--- config.mk ---
export PLATFORM = sky130hd
export DESIGN_NAME = sloth_seq_engine
export DESIGN_NICKNAME = d
export VERILOG_FILES = /design/src/rtl/sloth_pkg.sv /design/src/rtl/sloth_alu.sv /design/src/rtl/sloth_seq_engine.sv
export SDC_FILE = /design/constraint.sdc
export NUM_CORES = 1
export LEC_CHECK = 0
export BUFFER_PORTS_ARGS = -buffer_cell sky130_fd_sc_hd__clkbuf_2
export CAP_MARGIN = 5
export CORE_ASPECT_RATIO = 0.5
export CORE_MARGIN = 2
export CORE_UTILIZATION = 54
export DETAILED_ROUTE_END_ITERATION = 10
export PLACE_DENSITY = 0.76
export SYNTH_ARGS = -nofsm -noshare
export SYNTH_HDL_FRONTEND = slang
export SYNTH_HIERARCHICAL = 1
export SYNTH_SLANG_ARGS = --single-unit
--- constraint.sdc ---
create_clock -name clk -period 7.9 [get_ports clk]
set_input_delay 2.37 -clock clk [delete_from_list [all_inputs] [get_ports clk]]
set_output_delay 2.37 -clock clk [all_outputs]
set_load 0.01 [all_outputs]
--- src/rtl/sloth_pkg.sv ---
// Shared types for the sloth sequencer: opcodes, operand selects,
// the 7-bit instruction word and the engine state encoding.
package sloth_pkg;

    typedef enum logic [1:0] {
        OP_XOR = 2'd0,
        OP_AND = 2'd1,
        OP_OR  = 2'd2,
        OP_NOT = 2'd3
    } op_e;

    // r0..r3 read the live register file; A*/B* read the copies latched at start
    typedef enum logic [2:0] {
        R0 = 3'd0,
        R1 = 3'd1,
        R2 = 3'd2,
        R3 = 3'd3,
        A0 = 3'd4,
        A1 = 3'd5,
        B0 = 3'd6,
        B1 = 3'd7
    } src_e;

    typedef struct packed {
        op_e        op;
        logic [1:0] dst;
        src_e       src;
    } instr_t;

    typedef enum logic [1:0] {
        IDLE = 2'd0,
        RUN  = 2'd1,
        FIN  = 2'd2
    } state_e;

    localparam int INSTR_W = $bits(instr_t);

    // True when the source field selects one of r0..r3
    function automatic logic src_is_reg(input src_e s);
        logic [2:0] v;
        v = s;
        return ~v[2];
    endfunction

endpackage

--- src/rtl/sloth_alu.sv ---
// Single-op bitwise ALU for the sloth engine. NOT is a logical not of the
// source, zero-extended, so chains of NOT toggle between 0 and 1.
module sloth_alu
    import sloth_pkg::*;
#(
    parameter int DATA_W = 16
) (
    input  op_e               op,
    input  logic [DATA_W-1:0] rd_val,
    input  logic [DATA_W-1:0] src_val,
    output logic [DATA_W-1:0] result
);

    // Result of applying op to the destination and source values
    always_comb begin
        result = '0;
        unique case (op)
            OP_XOR: result = rd_val ^ src_val;
            OP_AND: result = rd_val & src_val;
            OP_OR:  result = rd_val | src_val;
            OP_NOT: result = {{(DATA_W-1){1'b0}}, (src_val == '0)};
            default: result = '0;
        endcase
    end

endmodule

--- src/rtl/sloth_seq_engine.sv ---
// Programmable sequencer for the four-register sloth datapath. Executes
// one instruction from imem per cycle, then snapshots r0..r3 onto y0..y3.
//
//  state | meaning
//  ------+---------------------------------------------------------------
//  IDLE  | waiting for start; imem writable; y* hold last snapshot
//  RUN   | executing imem[pc] each edge; rem counts instructions left
//  FIN   | copy r0..r3 to y0..y3, pulse done, return to IDLE
module sloth_seq_engine
    import sloth_pkg::*;
#(
    parameter  int DATA_W     = 16,
    parameter  int PROG_DEPTH = 32,
    localparam int ADDR_W     = $clog2(PROG_DEPTH)
) (
    input  logic              clk,
    input  logic              rst,
    input  logic              prog_we,
    input  logic [ADDR_W-1:0] prog_addr,
    input  logic [6:0]        prog_data,
    input  logic [ADDR_W:0]   prog_len,
    input  logic              start,
    input  logic [DATA_W-1:0] a1,
    input  logic [DATA_W-1:0] a0,
    input  logic [DATA_W-1:0] b1,
    input  logic [DATA_W-1:0] b0,
    output logic              busy,
    output logic              done,
    output logic [DATA_W-1:0] y3,
    output logic [DATA_W-1:0] y2,
    output logic [DATA_W-1:0] y1,
    output logic [DATA_W-1:0] y0
);

    localparam int LEN_W = ADDR_W + 1;

    state_e            state, state_nxt;
    logic [ADDR_W-1:0] pc;
    logic [LEN_W-1:0]  rem;
    logic [LEN_W-1:0]  len_clamped;
    logic [DATA_W-1:0] regs [4];
    logic [DATA_W-1:0] a0_q, a1_q, b0_q, b1_q;
    instr_t            imem [PROG_DEPTH];
    instr_t            cur;
    logic [DATA_W-1:0] src_val, rd_val, alu_res;
    logic              accept, exec, finish;

    assign busy        = (state != IDLE);
    assign len_clamped = (prog_len > LEN_W'(PROG_DEPTH)) ? LEN_W'(PROG_DEPTH) : prog_len;
    assign cur         = imem[pc];
    assign rd_val      = regs[cur.dst];

    // State register
    always_ff @(posedge clk or posedge rst) begin
        if (rst) state <= IDLE;
        else     state <= state_nxt;
    end

    // Next-state and per-cycle control strobes
    always_comb begin
        state_nxt = state;
        accept    = 1'b0;
        exec      = 1'b0;
        finish    = 1'b0;
        unique case (state)
            IDLE: begin
                if (start) begin
                    accept    = 1'b1;
                    state_nxt = (len_clamped == '0) ? FIN : RUN;
                end
            end
            RUN: begin
                exec = 1'b1;
                if (rem == LEN_W'(1)) state_nxt = FIN;
            end
            FIN: begin
                finish    = 1'b1;
                state_nxt = IDLE;
            end
            default: state_nxt = IDLE;
        endcase
    end

    // Program memory: not reset so a loaded program survives rst; frozen while busy
    always_ff @(posedge clk) begin
        if (prog_we && (state == IDLE)) imem[prog_addr] <= instr_t'(prog_data);
    end

    // Source operand select: live registers or the operands latched at start
    always_comb begin
        src_val = '0;
        if (src_is_reg(cur.src)) begin
            src_val = regs[cur.dst == cur.dst ? cur.src[1:0] : 2'd0];
        end else begin
            unique case (cur.src)
                A0:      src_val = a0_q;
                A1:      src_val = a1_q;
                B0:      src_val = b0_q;
                B1:      src_val = b1_q;
                default: src_val = '0;
            endcase
        end
    end

    sloth_alu #(
        .DATA_W (DATA_W)
    ) u_alu (
        .op      (cur.op),
        .rd_val  (rd_val),
        .src_val (src_val),
        .result  (alu_res)
    );

    // Register file, operand latches, program counter and remaining-count down-counter
    always_ff @(posedge clk or posedge rst) begin
        if (rst) begin
            for (int i = 0; i < 4; i++) regs[i] <= '0;
            a0_q <= '0;
            a1_q <= '0;
            b0_q <= '0;
            b1_q <= '0;
            pc   <= '0;
            rem  <= '0;
        end else if (accept) begin
            regs[0] <= a0;
            regs[1] <= a1;
            regs[2] <= b0;
            regs[3] <= b1;
            a0_q    <= a0;
            a1_q    <= a1;
            b0_q    <= b0;
            b1_q    <= b1;
            pc      <= '0;
            rem     <= len_clamped;
        end else if (exec) begin
            regs[cur.dst] <= alu_res;
            pc            <= pc + ADDR_W'(1);
            rem           <= rem - LEN_W'(1);
        end
    end

    // Result snapshot and done pulse, both taken on the FIN edge
    always_ff @(posedge clk or posedge rst) begin
        if (rst) begin
            done <= 1'b0;
            y0   <= '0;
            y1   <= '0;
            y2   <= '0;
            y3   <= '0;
        end else begin
            done <= finish;
            if (finish) begin
                y0 <= regs[0];
                y1 <= regs[1];
                y2 <= regs[2];
                y3 <= regs[3];
            end
        end
    end

endmodule
==> results.sh <==
export IMPL_p_sw_w=0.00436
export IMPL_start_kind="flip-flop"
export IMPL_grt_pass1_vias=12800
export IMPL_cp_startpoint="pc[0]$_DFFE_PP0P_"
export IMPL_initial_utilization_pct=54.9
export IMPL_clk_pin_slew_ps=70
export IMPL_max_freq_mhz=182
export IMPL_routedWlPerCell_um=21.5
export IMPL_cts_made_buffers=39
export IMPL_clock_path_buffers=3
export IMPL_seq_power_share_pct=32.1
export IMPL_cts_hold_fix_buffers=0
export IMPL_cts_sinks=430
export IMPL_worst_pin_slew_ps=1120
export IMPL_r2r_worst_path_cells=15
export IMPL_drt_pass1_iterations=5
export IMPL_synth_top_family_by_area="multiplexers"
export IMPL_period_needed_ps=5510
export IMPL_async_flop_share_pct=47.9
export IMPL_slew_headroom_pct=25.4
export IMPL_worstPathRequired_ps=8360
export IMPL_tns_ps=0
export IMPL_setup_viol=0
export IMPL_powerDensity_nw_per_um2=479
export IMPL_drc=0
export IMPL_first_iter_violations=1274
export IMPL_ys_types=48
export IMPL_synth_xor_area_share_pct=0.133
export IMPL_final_common_cell="nand2_1"
export IMPL_synth_fp_nets=1647
export IMPL_syn_inst=1526
export IMPL_drive_gt1_share_pct=23.1
export IMPL_portBuffers=151
export IMPL_path_cells="buf_4, mux4_2, mux2_2, nand3_1, nand4_1, buf_4, mux2i_1, mux2i_1, mux2_2, nor4_1, nand3_1, or4_1, a21oi_1, nand2_1, a31oi_1"
export IMPL_htreeDepth=2
export IMPL_p_int_w=0.00619
export IMPL_nets=1762
export IMPL_antenna_left=0
export IMPL_p_total_w=0.0106
export IMPL_die_w_um=274
export IMPL_synthSimpleGateAreaFrac_pct=9.78
export IMPL_synth_top_cell_by_area="edfxtp_1"
export IMPL_cts_root_buf="clkbuf_16"
export IMPL_hold_viol_final=0
export IMPL_clk_insertion_delay_late_ps=540
export IMPL_pin_count=152
export IMPL_synth_edf_count=224
export IMPL_final_max_slew_viol_count=0
export IMPL_crit_type="reg -> reg"
export IMPL_peakVddDrop_mv=0.345
export IMPL_synth_area_leaders="edfxtp_1 34%, dfrtp_1 26%, mux2i_1 8.4%"
export IMPL_antenna_found_initial=0
export IMPL_die_h_um=139
export IMPL_finalClockSkew_ps=9.67
export IMPL_synth_area_um2=19800
export IMPL_std_cell_rows=49
export IMPL_drt_vias_per_instance=5.82
export IMPL_end_kind="flip-flop"
export IMPL_ys_seq_area_share_pct=60.2
export IMPL_syn_avg_cell_area_um2=12.9
export IMPL_rsz0062_at_grt="false"
export IMPL_crit_end="regs[48]$_DFFE_PP0P_"
export IMPL_slowest_stage="dfrtp_2"
export IMPL_postCtsResizedCells=0
export IMPL_wl_mm=46.3
export IMPL_combPwrFrac_pct=50.7
export IMPL_holdCritPathClass="reg -> reg"
export IMPL_grt_usage_pct=24.5
export IMPL_fp_coreArea_um2=36000
export IMPL_mostFrequentLayoutCells="309 x nand2_1, 224 x edfxtp_1, 204 x dfrtp_1"
export IMPL_rrSetupSlack_ps=2390
export IMPL_grt_overflow=0
export IMPL_muxShareOfSynthArea_pct=20.3
export IMPL_maxCapViolations=0
export IMPL_grt_max_degree=138
export IMPL_vias=12500
export IMPL_gp_congestion=0.853
export IMPL_power_share_clock_pct=17.3
export IMPL_synth_warnings=6
export IMPL_synth_compound_area_share_pct=4.29
export IMPL_arrival_ps=5970
export IMPL_rr_endpoint="regs[48]$_DFFE_PP0P_"
export IMPL_p_sw_share_pct=41.3
export IMPL_p_leak_nw=9.42
export IMPL_reg2reg_from="pc[0]$_DFFE_PP0P_"
export IMPL_status="complete, no violations"
export IMPL_ys_seq_elements=430
export IMPL_place_hpwl_mm=30.0
export IMPL_antenna_cells=0
export IMPL_fillCellCount=2701
export IMPL_cts_setup_buffers=0
export IMPL_cpPeakStageDelay_ps=910
export IMPL_finalCritPeriodShare_pct=69.7
export IMPL_yosys_area_top_type_share_pct=34.1
export IMPL_critical_path_peak_fanout=30
export IMPL_yosys_area_share_adder_pct=2.22
export IMPL_dieArea_um2=38200
export IMPL_ys_flop_type="edfxtp_1"
export IMPL_area_delta_synth_final_pct=11.5
export IMPL_grt_pass1_wl_mm=72.2
export IMPL_cts_tree="done"
Yosys cell counts, drive strengths merged (2+ instances only):
master,instances
a211oi,2
a21oi,40
a22oi,3
a311oi,3
a31oi,33
a32oi,2
and3,2
buf,42
clkbuf,51
dfrtp,206
edfxtp,224
ha,35
inv,39
mux2,100
mux2i,166
mux4,54
nand2,310
nand2b,3
nand3,11
nand3b,6
nand4,4
nor2,106
nor2b,9
nor3,4
nor4,2
o2111ai,2
o211ai,19
o21ai,12
o22ai,18
or3,3
or3b,2
or4,3
xor2,2
how the worst min path moves through the flow:
stage	depth (start not counted)	slack, ps	start	endpoint
6_report	2	480	a0_q[10]$_DFFE_PP0P_	a0_q[10]$_DFFE_PP0P_
5_1_grt	2	500	b0_q[5]$_DFFE_PP0P_	b0_q[5]$_DFFE_PP0P_
4_1_cts	2	480	a1_q[4]$_DFFE_PP0P_	a1_q[4]$_DFFE_PP0P_
3_5_place_dp	2	460	a1_q[1]$_DFFE_PP0P_	a1_q[1]$_DFFE_PP0P_
3_3_place_gp	2	460	b1_q[15]$_DFFE_PP0P_	b1_q[15]$_DFFE_PP0P_
2_1_floorplan	2	450	a0_q[0]$_DFFE_PP0P_	a0_q[0]$_DFFE_PP0P_
layer usage:
layer | GRT usage (%) | share of wire [%] | up-vias
met1 | 32.0 | 41 | 6354
li1 | - | - | 5710
met4 | 6.89 | 2.4 | 0
met5 | 0 | 0 | -
met3 | 4.30 | 5.4 | 75
met2 | 42.4 | 51 | 373
stage by stage:
stage                     hold slack, ps  util (%)  worst slack, ps  cell area [µm²]  std cells
after global routing                 495      61.2             2020            22000       2151
final                                478      61.2             2390            22000       2151
after detailed placement             463      57.9             2490            20800       2084
after floorplan                      445         -             2860            19800       1526
after CTS                            481      61.2             2420            22000       2151
after global placement               460      57.9             2570            20800       2084
power groups by stage:
stage / Clock [W] / Combinational [W] / Sequential [W]
CTS: 0.00184 / 0.00533 / 0.00339
global placement: 0 / 0.00513 / 0.00342
finish: 0.00182 / 0.00535 / 0.00339
global route: 0.00193 / 0.00585 / 0.00345
floorplan: 0 / 0.00409 / 0.00325
detailed placement: 0 / 0.00530 / 0.00343
state kept, by name, summed over array words and instances (netlist names), 6 cells and up:
| register | cells |
|---|---|
| imem | 224 |
| regs | 64 |
| a0_q | 16 |
| a1_q | 16 |
| b0_q | 16 |
| b1_q | 16 |
| y0 | 16 |
| y1 | 16 |
| y2 | 16 |
| y3 | 16 |
| rem | 6 |
worst max-delay path, delay by kind of cell, from the launching register on:
family                 cells  cell delay [ps]
AOI/OAI and AO/OA          2              480
DFF                        1              910
and+or+nand+nor            6             1650
buffers and inverters      2              930
muxes                      5             1410
layout make-up:
class	count	area [µm²]	share of cell area [%]
inverters	39	150	0.682
well taps	484	606	2.75
clock buffers	53	1070	4.86
multi-input cells	964	7290	33.1
repair buffers	167	901	4.09
clock inverters	14	129	0.585
flip-flops and latches	430	11900	53.9
cell families after synthesis:
| logic type | Yosys count |
|---|---|
| adder cells (fa/ha/maj) | 35 |
| XOR/XNOR | 3 |
| multiplexers | 320 |
| flip-flops | 430 |
| buffers and inverters | 132 |
| AND/OR/NAND/NOR | 470 |
| AO/OA/AOI/OAI | 136 |
No activity file was read; power rests on OpenSTA's default activity.
